==> src/rtl/lock_controller_if.sv <==
// Signal bundle between the lock sequencer and the waterway/chamber plant.
// master drives requests and level samples; slave (the controller) drives gates and valves.
interface lock_controller_if #(
  parameter int unsigned LEVEL_W = 8
);
  logic               arrive_left;
  logic               arrive_right;
  logic               gondola_in;
  logic               gondola_out;
  logic [LEVEL_W-1:0] left_level;
  logic [LEVEL_W-1:0] right_level;
  logic [LEVEL_W-1:0] chamber_level;
  logic               left_gate_open;
  logic               right_gate_open;
  logic               fill_valve;
  logic               drain_valve;
  logic               busy;

  modport master (
    output arrive_left, arrive_right, gondola_in, gondola_out,
           left_level, right_level, chamber_level,
    input  left_gate_open, right_gate_open, fill_valve, drain_valve, busy
  );

  modport slave (
    input  arrive_left, arrive_right, gondola_in, gondola_out,
           left_level, right_level, chamber_level,
    output left_gate_open, right_gate_open, fill_valve, drain_valve, busy
  );
endinterface

==> src/rtl/lock_controller.sv <==
// Canal lock chamber sequencer: round-robin side arbitration, level equalisation,
// entry/exit gate control with an entry-gate timeout.
module lock_controller #(
  parameter int unsigned LEVEL_W      = 8,
  parameter int unsigned TOL          = 3,
  parameter int unsigned GATE_TIMEOUT = 1000
) (
  input  logic              clk,
  input  logic              reset,
  lock_controller_if.slave  bus
);

  localparam logic [2:0] IDLE     = 3'd0;
  localparam logic [2:0] EQ_IN    = 3'd1;
  localparam logic [2:0] OPEN_IN  = 3'd2;
  localparam logic [2:0] EQ_OUT   = 3'd3;
  localparam logic [2:0] OPEN_OUT = 3'd4;

  localparam logic LEFT  = 1'b0;
  localparam logic RIGHT = 1'b1;

  localparam int unsigned   TW    = (GATE_TIMEOUT > 1) ? $clog2(GATE_TIMEOUT + 1) : 1;
  localparam logic [TW-1:0] TLAST = TW'(GATE_TIMEOUT - 1);

  localparam logic [LEVEL_W:0] TOL_X = (LEVEL_W + 1)'(TOL);
  localparam logic [LEVEL_W:0] MAX_X = {1'b0, {LEVEL_W{1'b1}}};

  logic [2:0]    state, nstate;
  logic          side, nside;
  logic          last_served, nlast;
  logic          pend_l, pend_r;
  logic          clr_l, clr_r;
  logic [TW-1:0] timer, ntimer;
  logic          eff_l, eff_r;
  logic          cur_below, cur_above, cur_eq;
  logic          nxt_below, nxt_above;
  logic [LEVEL_W-1:0] cur_target, nxt_target;

  // Window test done one bit wider so the T-TOL / T+TOL bounds saturate instead of wrapping.
  function automatic logic [1:0] window(input logic [LEVEL_W-1:0] c,
                                        input logic [LEVEL_W-1:0] t);
    logic [LEVEL_W:0] tx, cx, lo, hi;
    tx = {1'b0, t};
    cx = {1'b0, c};
    lo = (tx >= TOL_X) ? tx - TOL_X : '0;
    hi = tx + TOL_X;
    if (hi > MAX_X) hi = MAX_X;
    return {cx < lo, cx > hi};
  endfunction

  function automatic logic [LEVEL_W-1:0] side_level(input logic s);
    return (s == LEFT) ? bus.left_level : bus.right_level;
  endfunction

  function automatic logic entry_phase(input logic [2:0] st);
    return (st == EQ_IN) || (st == OPEN_IN);
  endfunction

  always_comb begin
    cur_target = entry_phase(state) ? side_level(side) : side_level(~side);
    {cur_below, cur_above} = window(bus.chamber_level, cur_target);
    cur_eq = !cur_below && !cur_above;
  end

  always_comb begin
    eff_l  = pend_l | bus.arrive_left;
    eff_r  = pend_r | bus.arrive_right;
    nstate = state;
    nside  = side;
    nlast  = last_served;
    ntimer = timer;
    clr_l  = 1'b0;
    clr_r  = 1'b0;
    case (state)
      IDLE: begin
        if (eff_l || eff_r) begin
          nside  = (eff_l && eff_r) ? ~last_served : (eff_l ? LEFT : RIGHT);
          nlast  = nside;
          nstate = EQ_IN;
        end
      end
      EQ_IN: begin
        if (cur_eq) begin
          nstate = OPEN_IN;
          ntimer = '0;
        end
      end
      OPEN_IN: begin
        if (bus.gondola_in) begin
          nstate = EQ_OUT;
          clr_l  = (side == LEFT);
          clr_r  = (side == RIGHT);
        end else if (!cur_eq) begin
          nstate = EQ_IN;
        end else if (timer == TLAST) begin
          nstate = IDLE;
          clr_l  = (side == LEFT);
          clr_r  = (side == RIGHT);
        end else begin
          ntimer = timer + 1'b1;
        end
      end
      EQ_OUT: begin
        if (cur_eq) nstate = OPEN_OUT;
      end
      OPEN_OUT: begin
        if (bus.gondola_out) nstate = IDLE;
        else if (!cur_eq)    nstate = EQ_OUT;
      end
      default: nstate = IDLE;
    endcase
  end

  // Outputs are registered from the next state so they change on the same edge as state.
  always_comb begin
    nxt_target = entry_phase(nstate) ? side_level(nside) : side_level(~nside);
    {nxt_below, nxt_above} = window(bus.chamber_level, nxt_target);
  end

  always_ff @(posedge clk or negedge reset) begin
    if (!reset) begin
      state               <= IDLE;
      side                <= LEFT;
      last_served         <= RIGHT;
      pend_l              <= 1'b0;
      pend_r              <= 1'b0;
      timer               <= '0;
      bus.left_gate_open  <= 1'b0;
      bus.right_gate_open <= 1'b0;
      bus.fill_valve      <= 1'b0;
      bus.drain_valve     <= 1'b0;
      bus.busy            <= 1'b0;
    end else begin
      state               <= nstate;
      side                <= nside;
      last_served         <= nlast;
      timer               <= ntimer;
      pend_l              <= eff_l & ~clr_l;
      pend_r              <= eff_r & ~clr_r;
      bus.left_gate_open  <= ((nstate == OPEN_IN)  && (nside == LEFT)) ||
                             ((nstate == OPEN_OUT) && (nside == RIGHT));
      bus.right_gate_open <= ((nstate == OPEN_IN)  && (nside == RIGHT)) ||
                             ((nstate == OPEN_OUT) && (nside == LEFT));
      bus.fill_valve      <= ((nstate == EQ_IN) || (nstate == EQ_OUT)) && nxt_below;
      bus.drain_valve     <= ((nstate == EQ_IN) || (nstate == EQ_OUT)) && nxt_above;
      bus.busy            <= (nstate != IDLE);
    end
  end

endmodule
==> src/flat_wrapper.sv <==
// flat-port wrapper written by rule: the top's interface ports become plain ports
module lock_controller_flat 
#(
  parameter int unsigned LEVEL_W      = 8,
  parameter int unsigned TOL          = 3,
  parameter int unsigned GATE_TIMEOUT = 1000
)
  (clk, reset, bus_arrive_left, bus_arrive_right, bus_gondola_in, bus_gondola_out, bus_left_level, bus_right_level, bus_chamber_level, bus_left_gate_open, bus_right_gate_open, bus_fill_valve, bus_drain_valve, bus_busy);
  lock_controller_if #(.LEVEL_W(LEVEL_W)) bus_i ();
  input  logic clk;
  input  logic reset;
  input wire logic [$bits(bus_i.arrive_left)-1:0] bus_arrive_left;
  input wire logic [$bits(bus_i.arrive_right)-1:0] bus_arrive_right;
  input wire logic [$bits(bus_i.gondola_in)-1:0] bus_gondola_in;
  input wire logic [$bits(bus_i.gondola_out)-1:0] bus_gondola_out;
  input wire logic [$bits(bus_i.left_level)-1:0] bus_left_level;
  input wire logic [$bits(bus_i.right_level)-1:0] bus_right_level;
  input wire logic [$bits(bus_i.chamber_level)-1:0] bus_chamber_level;
  output wire logic [$bits(bus_i.left_gate_open)-1:0] bus_left_gate_open;
  output wire logic [$bits(bus_i.right_gate_open)-1:0] bus_right_gate_open;
  output wire logic [$bits(bus_i.fill_valve)-1:0] bus_fill_valve;
  output wire logic [$bits(bus_i.drain_valve)-1:0] bus_drain_valve;
  output wire logic [$bits(bus_i.busy)-1:0] bus_busy;
  assign bus_i.arrive_left = bus_arrive_left;
  assign bus_i.arrive_right = bus_arrive_right;
  assign bus_i.gondola_in = bus_gondola_in;
  assign bus_i.gondola_out = bus_gondola_out;
  assign bus_i.left_level = bus_left_level;
  assign bus_i.right_level = bus_right_level;
  assign bus_i.chamber_level = bus_chamber_level;
  assign bus_left_gate_open = bus_i.left_gate_open;
  assign bus_right_gate_open = bus_i.right_gate_open;
  assign bus_fill_valve = bus_i.fill_valve;
  assign bus_drain_valve = bus_i.drain_valve;
  assign bus_busy = bus_i.busy;
  lock_controller #(.LEVEL_W(LEVEL_W), .TOL(TOL), .GATE_TIMEOUT(GATE_TIMEOUT)) u_core (.clk(clk), .reset(reset), .bus(bus_i));
endmodule
==> config.mk <==
export PLATFORM = sky130hd
export DESIGN_NAME = lock_controller_flat
export DESIGN_NICKNAME = d
export VERILOG_FILES = /design/src/rtl/lock_controller_if.sv /design/src/rtl/lock_controller.sv /design/src/flat_wrapper.sv
export SDC_FILE = /design/constraint.sdc
export NUM_CORES = 1
export LEC_CHECK = 0
export BUFFER_PORTS_ARGS = -buffer_cell sky130_fd_sc_hd__buf_2
export CAP_MARGIN = 20
export CORE_ASPECT_RATIO = 1.5
export CORE_MARGIN = 4
export CORE_UTILIZATION = 40
export DETAILED_ROUTE_END_ITERATION = 10
export PLACE_DENSITY_LB_ADDON = 0.15
export SETUP_SLACK_MARGIN = 0.3
export SYNTH_ARGS = -nofsm -noshare
export SYNTH_HDL_FRONTEND = slang
export SYNTH_SLANG_ARGS = --single-unit
export TNS_END_PERCENT = 30
==> constraint.sdc <==
create_clock -name clk -period 15.4 [get_ports clk]
set_input_delay 0 -clock clk [delete_from_list [all_inputs] [get_ports clk]]
set_output_delay 0 -clock clk [all_outputs]
set_load 0.01 [all_outputs]
==> impl_metrics.yaml, run 1 <==
global_route:
  antenna_found_initial: 0
  grt_usage: 0.205
  gr-total-overflow: 0
  grt_pass1_vias: 3039
  grt_pass1_wl_mm: 15.2
  grt_max_degree: 23
detailed_routing:
  drc: 0
  antenna_left: 0
  routed_via_density: 5.73
  drt_iter0_drc: 144
  routed_wl_mm: 9.42
  firstDrtPassIters: 4
  vias: 3081
  wl_per_cell_um: 17.5
layout:
  drive_above_1_share: 0.154
  nets: 504
  diodes: 0
  final_common_cell: "nand2_1"
  area_growth_syn_to_layout_pct: 9.57
  fin_cells: 538
  most-common-layout-cells: "nand2_1 (46), nor2_1 (43), ha_1 (37), buf_2 (34), o21ai_0 (29)"
worst_setup_path:
  path_class: "flop to flop"
  startpoint: "u_core.state[0]"
  r2r-start: "u_core.state[0]"
  worstSetupStartpointType: "flop"
  max_stage_delay_ns: 0.75
  crit_fanout: 22
  rrSetupSlack_ns: 6.94
  cp_slowest_cell: "nor2_2"
  r2r-end: "u_core.bus.fill_valve"
  cp.required_ns: 15.60
  worstPathArrival_ns: 8.66
  endpoint_kind: "flop"
  r2r_cells: 33
power:
  power_mw: 0.922
  share_comb_of_total_power: 0.822
  p_leak_nw: 1.59
  p_sw_mw: 0.489
  powerDensity_nw_per_um2: 262
  power.internal_mw: 0.432
  power_frac_clock: 0.080
  seq_power_share: 0.098
  ir_drop_mv: 0.134
  swShare: 0.531
logic_synthesis:
  synthesis.instances: 418
  synth_edf_count: 0
  yosysSeqAreaShare: 0.172
  synth-async-reset-ratio: 1.00
  avgSynthCellArea_um2: 7.70
  syn_nets: 485
  synthesis.area_um2: 3220
  yosysWarnings: 0
  synthFlopType: "dfrtp_1"
  ys_types: 66
  synth-seq-cells: 22
flow_run:
  cap_violations: 0
die:
  initial_core_util: 0.417
  fp.dieH_um: 118
  die_w_um: 81.2
  core_area_um2: 7710
  ioPinCount: 35
  num_rows: 39
  die-area_um2: 9570
clock_tree:
  ctsResizeCount: 0
  cts_buffer_depth: 2
  cts_buffers: 3
  clock-sinks: 22
  insertion_delay_ns: 0.26
  hold_buffers: 1
  h-tree-depth: 1
  clkTransAtPathRegs_ns: 0.06
  post-cts-setup-buffers: 0
  root_buffer: "clkbuf_16"
  cts_tree: "built"
worst_hold_path:
  whs_path_depth: 3
  hold_path_end: "u_core.pend_l"
  hold_class: "primary input to flop"
  min_from: "bus_arrive_left"
sta:
  setup_viol: 0
  hold_slack_ns: 0.00676
  fmax_ghz: 0.118
  relSlewSlack: 0.362
  rsz0062_at_grt: "no"
  post-route-period-util: 0.549
  tns_ns: 0
  hold_viol: 0
  finClkSkew_ns: 0.00323
  worst_pin_slew_ns: 0.957
  period_minus_slack_ns: 8.46
  drv_slew: 0
placement:
  portBuffers: 34
  place_inst: 533
  place.gp.congestion: 0.997
  place_hpwl_mm: 7.66
status:
  status: "finished clean"
[worst max-delay path: cells and delay by family, from the launching register on]
| kind | cells | cell delay (ns) |
|---|---|---|
| AOI/OAI and AO/OA | 10 | 2.15 |
| xor gates and xnor gates | 2 | 0.38 |
| adders and majority gates | 4 | 1.27 |
| buffers and inverters | 2 | 0.16 |
| DFF | 1 | 0.50 |
| muxes | 4 | 1.32 |
| and+or+nand+nor | 11 | 2.59 |
[cells in the mapped netlist, types with 2 or more instances]
cell / n / area, µm²
dfrtp_1: 21 / 526
xnor2_1: 7 / 61.3
buf_2: 2 / 10.0
buf_6: 2 / 22.5
o21a_1: 3 / 22.5
nand2_1: 46 / 173
nor2b_1: 6 / 37.5
or2_2: 3 / 18.8
a2111oi_0: 2 / 17.5
o22ai_1: 2 / 12.5
mux2i_1: 16 / 160
nor4_2: 2 / 25.0
mux2_2: 6 / 67.6
inv_1: 8 / 30.0
nor4b_2: 2 / 30.0
o211ai_1: 7 / 52.6
xor2_1: 17 / 149
and3_1: 9 / 56.3
nand4_1: 7 / 43.8
ha_1: 37 / 463
nor2_1: 43 / 161
a31oi_1: 2 / 12.5
nand3_1: 13 / 65.1
and2_1: 2 / 12.5
a21oi_2: 2 / 17.5
a21o_1: 4 / 30.0
and4_1: 4 / 35.0
buf_4: 2 / 15.0
nor3_1: 11 / 55.1
nor4_1: 2 / 12.5
or3_1: 9 / 56.3
a21oi_1: 27 / 135
a211oi_1: 5 / 37.5
nand2b_1: 9 / 56.3
clkbuf_1: 14 / 52.6
inv_2: 3 / 11.3
o21ai_0: 29 / 145
nand3b_1: 4 / 30.0
[state kept, by name, summed over array words and instances, names as in the netlist]
name,count
u_core.pend_r,1
u_core.bus.right_gate_open,1
u_core.timer,10
u_core.bus.left_gate_open,1
u_core.state,3
u_core.pend_l,1
u_core.side,1
u_core.last_served,1
u_core.bus.drain_valve,1
u_core.bus.busy,1
u_core.bus.fill_valve,1
[through the flow]
step | util | area [µm²] | setup slack, ns
6_report | 0.457 | 3520 | 6.94
5_1_grt | 0.457 | 3520 | 6.11
4_1_cts | 0.457 | 3520 | 6.95
3_5_place_dp | 0.442 | 3410 | 7.00
3_3_place_gp | 0.442 | 3410 | 7.14
2_1_floorplan | - | 3220 | 8.58
[final cells by class]
class | count | area, µm²
clock buffer | 3 | 75.1
multi-input combinational | 364 | 2520
timing repair buffer | 35 | 180
inverter | 11 | 41.3
sequential | 22 | 552
tap | 102 | 128
fill | 811 | 4190
clock inverter | 1 | 30.0
[power by group through the flow]
stage | logic [mW] | registers [mW] | clock network, mW
after detailed placement | 0.759 | 0.0911 | 0
after global routing | 0.855 | 0.0926 | 0.0771
after floorplan | 0.615 | 0.0822 | 0
final | 0.758 | 0.0904 | 0.0733
after global placement | 0.754 | 0.0905 | 0
after CTS | 0.763 | 0.0901 | 0.0756
[kinds of logic (layout without fill, tap and decap cells)]
family,count (synthesis),after routing,share of synthesized area
DFF,22,22,0.172
xor gates and xnor gates,25,25,0.0704
buffers and inverters,32,50,0.0455
and+or+nand+nor,180,180,0.294
AOI/OAI and AO/OA,99,99,0.197
muxes,23,23,0.0778
adders and majority gates,37,37,0.144
[worst max path at each step]
| stage | endpoint | depth (start not counted) | slack [ns] |
|---|---|---|---|
| final | u_core.bus.fill_valve | 33 | 6.94 |
| after detailed placement | u_core.bus.fill_valve | 33 | 7.00 |
| after global routing | u_core.bus.fill_valve | 33 | 6.11 |
| after global placement | u_core.bus.fill_valve | 33 | 7.14 |
| after CTS | u_core.bus.fill_valve | 33 | 6.95 |
| after floorplan | u_core.bus.fill_valve | 37 | 8.58 |
[layer usage]
metal  global-route usage  vias up  share of wire
met1                0.233     1440           0.39
met5                    0        -              0
met4                0.114        0          0.049
li1                     -     1555              -
met2                0.365       63           0.53
met3               0.0123       23          0.030
Power figures use the tool's default switching activity.
==> run 2: changes to the inputs <==
==> constraint.sdc (replaced) <==
create_clock -name clk -period 7.4 [get_ports clk]
set_input_delay 0 -clock clk [delete_from_list [all_inputs] [get_ports clk]]
set_output_delay 0 -clock clk [all_outputs]
set_load 0.01 [all_outputs]
==> impl_metrics.yaml, run 2 (same netlist as run 1, synthesis figures left out) <==
sta:
  finClkSkew_ns: 0.00390
  post-route-period-util: 0.931
  rsz0062_at_grt: "yes"
  drv_slew: 0
  tns_ns: 0
  fmax_ghz: 0.145
  period_minus_slack_ns: 6.89
  hold_slack_ns: 0.0149
  setup_viol: 0
  relSlewSlack: 0.482
  hold_viol: 0
  worst_pin_slew_ns: 0.775
layout:
  reg_top3: "u_core.timer (10), u_core.state (3)"
  final_common_cell: "nand2_1"
  regMostFlops: "u_core.timer"
  drive_above_1_share: 0.200
  fin_util: 0.482
  nets: 513
  area_growth_syn_to_layout_pct: 15.4
  largest_reg_flops: 10
  most-common-layout-cells: "nand2_1 (46), nor2_1 (42), ha_1 (34), buf_2 (34), o21ai_0 (28)"
  diodes: 0
detailed_routing:
  wl_per_cell_um: 18.2
  drc: 0
  drt_iter0_drc: 155
  routed_wl_mm: 9.96
  antenna_left: 0
  vias: 3254
  firstDrtPassIters: 4
  routed_via_density: 5.95
worst_setup_path:
  r2r_cells: 33
  worstSetupStartpointType: "flop"
  cp_num_buf_inv: 3
  path_class: "flop to flop"
  r2r-start: "u_core.state[0]"
  r2r-end: "u_core.bus.fill_valve"
  crit_fanout: 19
  rrSetupSlack_ns: 0.51
  endpoint_kind: "flop"
  critical-path-top-delay-family: "compound AO/OA/AOI/OAI gates"
  cp_slowest_cell: "dfrtp_2"
  max_stage_delay_ns: 0.46
  cp.required_ns: 7.60
  worstPathArrival_ns: 7.09
  path_common_cell: "o21ai_0"
clock_tree:
  root_buffer: "clkbuf_16"
  cts_tree: "built"
  clock-sinks: 22
  cts_buffers: 3
  insertion_delay_ns: 0.26
  h-tree-depth: 1
  cts_buffer_depth: 2
  clkTransAtPathRegs_ns: 0.06
worst_hold_path:
  hold_path_end: "u_core.pend_l"
  min_from: "bus_arrive_left"
  whs_path_depth: 3
  hold_class: "primary input to flop"
global_route:
  gr-total-overflow: 0
  grt_max_degree: 23
  grt_pass1_wl_mm: 15.6
  met3_usage: 0.00919
  busiest_layer: "met2"
  grt_usage: 0.208
  grtUsageMet1: 0.234
  use_met2: 0.359
  grt_pass1_vias: 3117
  antenna_found_initial: 0
die:
  die_w_um: 81.2
  num_rows: 39
  core_area_um2: 7710
  fp.dieH_um: 118
  ioPinCount: 35
  initial_core_util: 0.417
  die-area_um2: 9570
placement:
  place.gp.congestion: 1.04
  portBuffers: 34
  place_hpwl_mm: 7.91
flow_run:
  cap_violations: 0
status:
  status: "finished clean"
power:
  powerDensity_nw_per_um2: 573
  ir_drop_mv: 0.317
  p_leak_nw: 1.63
==> run 2: metal layers <==
layer,vias up,part of all wire
met4,0,0.081
met3,45,0.034
met5,-,0
li1,1570,-
met1,1539,0.38
met2,100,0.51
==> run 2: worst register-to-register path, delay by kind of cell (launching register included) <==
| family | cells | cell delay [ns] |
|---|---|---|
| simple gates | 8 | 1.41 |
| mux | 2 | 0.50 |
| buf+inv | 3 | 0.47 |
| compound gates | 16 | 2.94 |
| flops | 1 | 0.46 |
| fa+ha+maj | 3 | 0.87 |
| xor+xnor | 1 | 0.19 |
==> run 2: worst max path at each step <==
stage | start | end | slack, ns | cells after the start
6_report | u_core.state[0] | u_core.bus.fill_valve | 0.51 | 33
5_1_grt | u_core.state[0] | u_core.bus.fill_valve | 0.02 | 33
4_1_cts | u_core.state[1] | u_core.bus.fill_valve | 0.30 | 32
3_5_place_dp | u_core.state[0] | u_core.bus.fill_valve | 0.06 | 34
3_3_place_gp | u_core.state[1] | u_core.bus.fill_valve | 0.14 | 34
2_1_floorplan | u_core.state[1] | u_core.bus.fill_valve | 0.58 | 37
==> run 2: report_power, final <==
group          total (mW)  switching (mW)  internal (mW)
registers           0.188          0.0338          0.154
logic                1.79            1.02          0.767
clock network       0.151          0.0439          0.107
==> run 2: cell type report <==
| cell class | instances | area, µm² |
|---|---|---|
| sequential | 22 | 554 |
| tap | 102 | 128 |
| fill | 809 | 4000 |
| timing repair buffer | 44 | 260 |
| multi-input combinational | 364 | 2630 |
| inverter | 11 | 41.3 |
| clock inverter | 1 | 30.0 |
| clock buffer | 3 | 75.1 |
==> run 2: timing repair <==
item                                    in CTS  in global routing
pin swaps                                    1                  3
hold buffers                                 1                  0
endpoints found under the setup margin       2                  2
gates resized for setup                      9                 18
endpoints found under the hold margin       21                  0
setup buffers                                0                  3
==> run 2: stage by stage <==
| step | std cells | power, mW | setup WS (ns) | instance area (µm²) |
|---|---|---|---|---|
| after floorplan | 418 | 1.45 | 0.580 | 3220 |
| after global placement | 539 | 1.80 | 0.140 | 3450 |
| after detailed placement | 539 | 1.82 | 0.0615 | 3450 |
| after CTS | 544 | 2.02 | 0.304 | 3600 |
| after global routing | 547 | 2.34 | 0.0223 | 3710 |
| final | 547 | 2.13 | 0.508 | 3710 |
==> run 3: changes to the inputs <==
--- a/config.mk
+++ b/config.mk
@@ -7,11 +7,12 @@
 export LEC_CHECK = 0
 export BUFFER_PORTS_ARGS = -buffer_cell sky130_fd_sc_hd__buf_2
 export CAP_MARGIN = 20
-export CORE_ASPECT_RATIO = 1.5
+export CORE_ASPECT_RATIO = 0.75
 export CORE_MARGIN = 4
 export CORE_UTILIZATION = 40
 export DETAILED_ROUTE_END_ITERATION = 10
 export PLACE_DENSITY_LB_ADDON = 0.15
+export RECOVER_POWER = 100
 export SETUP_SLACK_MARGIN = 0.3
 export SYNTH_ARGS = -nofsm -noshare
 export SYNTH_HDL_FRONTEND = slang
==> impl_metrics.yaml, run 3 (same netlist as run 1, synthesis figures left out) <==
status:
  status: "finished with violations"
  violations: "negative hold slack"
detailed_routing:
  antenna_left: 0
  firstDrtPassIters: 5
  drt_iter0_drc: 276
  routed_via_density: 5.84
  vias: 3248
  wl_per_cell_um: 17.5
  routed_wl_mm: 9.72
  drc: 0
global_route:
  grt_max_degree: 23
  grt_pass1_vias: 2953
  use_met2: 0.279
  grt_pass1_wl_mm: 15.6
  grtUsageMet1: 0.325
  grt_usage: 0.201
  busiest_layer: "met1"
  antenna_found_initial: 0
  met3_usage: 0.0339
  gr-total-overflow: 0
die:
  fp.dieH_um: 85.7
  ioPinCount: 35
  initial_core_util: 0.410
  die-area_um2: 9560
  die_w_um: 112
  core_area_um2: 7850
  num_rows: 28
worst_setup_path:
  max_stage_delay_ns: 0.50
  crit_fanout: 14
  worstPathArrival_ns: 7.00
  cp.required_ns: 7.61
  cp_slowest_cell: "dfrtp_1"
  worstSetupStartpointType: "flop"
  path_class: "flop to flop"
  endpoint_kind: "flop"
clock_tree:
  cts_buffers: 3
  root_buffer: "clkbuf_8"
  h-tree-depth: 1
  clock-sinks: 22
  cts_tree: "built"
  cts_buffer_depth: 2
  clkTransAtPathRegs_ns: 0.09
  insertion_delay_ns: 0.27
layout:
  regArea_um2: 553
  nets: 519
  fin_cells: 556
  fillers: 794
  reg_top3: "u_core.timer (10), u_core.state (3)"
  regMostFlops: "u_core.timer"
  largest_reg_flops: 10
  multi_input_area_um2: 2590
  most-common-layout-cells: "nand2_1 (46), nor2_1 (42), ha_1 (35), o21ai_0 (28), buf_2 (28)"
  diodes: 0
  final_common_cell: "nand2_1"
  drive_above_1_share: 0.193
  area_growth_syn_to_layout_pct: 14.4
  fin_util: 0.469
sta:
  drv_slew: 0
  relSlewSlack: 0.128
  finClkSkew_ns: 0.00431
  period_minus_slack_ns: 6.79
  hold_viol: 1
  tns_ns: 0
  hold_slack_ns: -0.00272
  rsz0062_at_grt: "no"
  setup_viol: 0
  post-route-period-util: 0.918
  fmax_ghz: 0.147
  worst_pin_slew_ns: 1.29
power:
  p_leak_nw: 1.62
  powerDensity_nw_per_um2: 565
  ir_drop_mv: 0.196
  power_mw: 2.08
placement:
  portBuffers: 34
  place_hpwl_mm: 7.49
  place.gp.congestion: 0.908
  place_inst: 542
flow_run:
  cap_violations: 0
worst_hold_path:
  hold_class: "primary input to flop"
## run 3: cell types whose count changed in the layout (fill, tap and decap cells not counted), moves of 3 or more
cell and delta:
clkbuf_1 +6, buf_4 +4, mux2i_2 +4, clkbuf_8 +3, clkbuf_16 -3, buf_2 -6
## run 3: through the flow
step / instance area, µm² / setup slack, ns / hold slack (ns)
after floorplan: 3220 / 0.580 / -0.296
after global placement: 3460 / 0.127 / -0.00916
after detailed placement: 3460 / 0.0962 / -0.00507
after CTS: 3550 / 0.304 / 0.00112
after global routing: 3680 / 0.197 / 0.0274
final: 3680 / 0.609 / -0.00272
## run 3: critical path: cells and delay by family, from the launching register on
kind / cells / cell delay (ns)
adder cells (fa/ha/maj): 3 / 0.85
flip-flops: 1 / 0.50
buffers and inverters: 1 / 0.17
AND/OR/NAND/NOR: 9 / 1.70
XOR/XNOR: 2 / 0.33
AO/OA/AOI/OAI: 12 / 2.48
multiplexers: 3 / 0.68
## run 3: worst paths after layout
path | depth (start not counted) | from | end | slack, ns
setup reg to reg | 30 | u_core.state[0] | u_core.bus.fill_valve | 0.61
max in group asynchronous | 2 | reset | u_core.state[1] | 6.12
hold reg to reg | 2 | u_core.pend_r | u_core.pend_r | 0.53
setup / recovery | 30 | u_core.state[0] | u_core.bus.fill_valve | 0.61
hold / removal | 3 | bus_arrive_right | u_core.pend_r | -0.003
min in group asynchronous | 2 | reset | u_core.timer[2] | 0.49
## run 3: report_power, final
part	switching (mW)	internal (mW)	total, mW
combinational	1.01	0.766	1.77
clock	0.0429	0.0723	0.115
sequential	0.0350	0.154	0.189
## run 3: area by class of cell
cell class,count,share of cell area
flip-flops and latches,22,0.150
inverters,11,0.0112
multi-input cells,364,0.704
repair buffers,50,0.0796
well taps,105,0.0357
clock inverters,1,0.00816
clock buffers,3,0.0112
## run 3: what timing repair did
action                                  4_1_cts  5_1_grt
pin swaps                                     1        3
hold endpoints to repair                     21        0
hold buffers                                  1        0
endpoints found under the setup margin        2        2
setup buffers                                 0        9
resized for setup                             4       19
## run 3: metal layers
metal / vias up / wire length, µm
li1: 1585 / -
met1: 1514 / 4960
met2: 141 / 3850
met3: 8 / 828
met4: 0 / 78
met5: - / 0
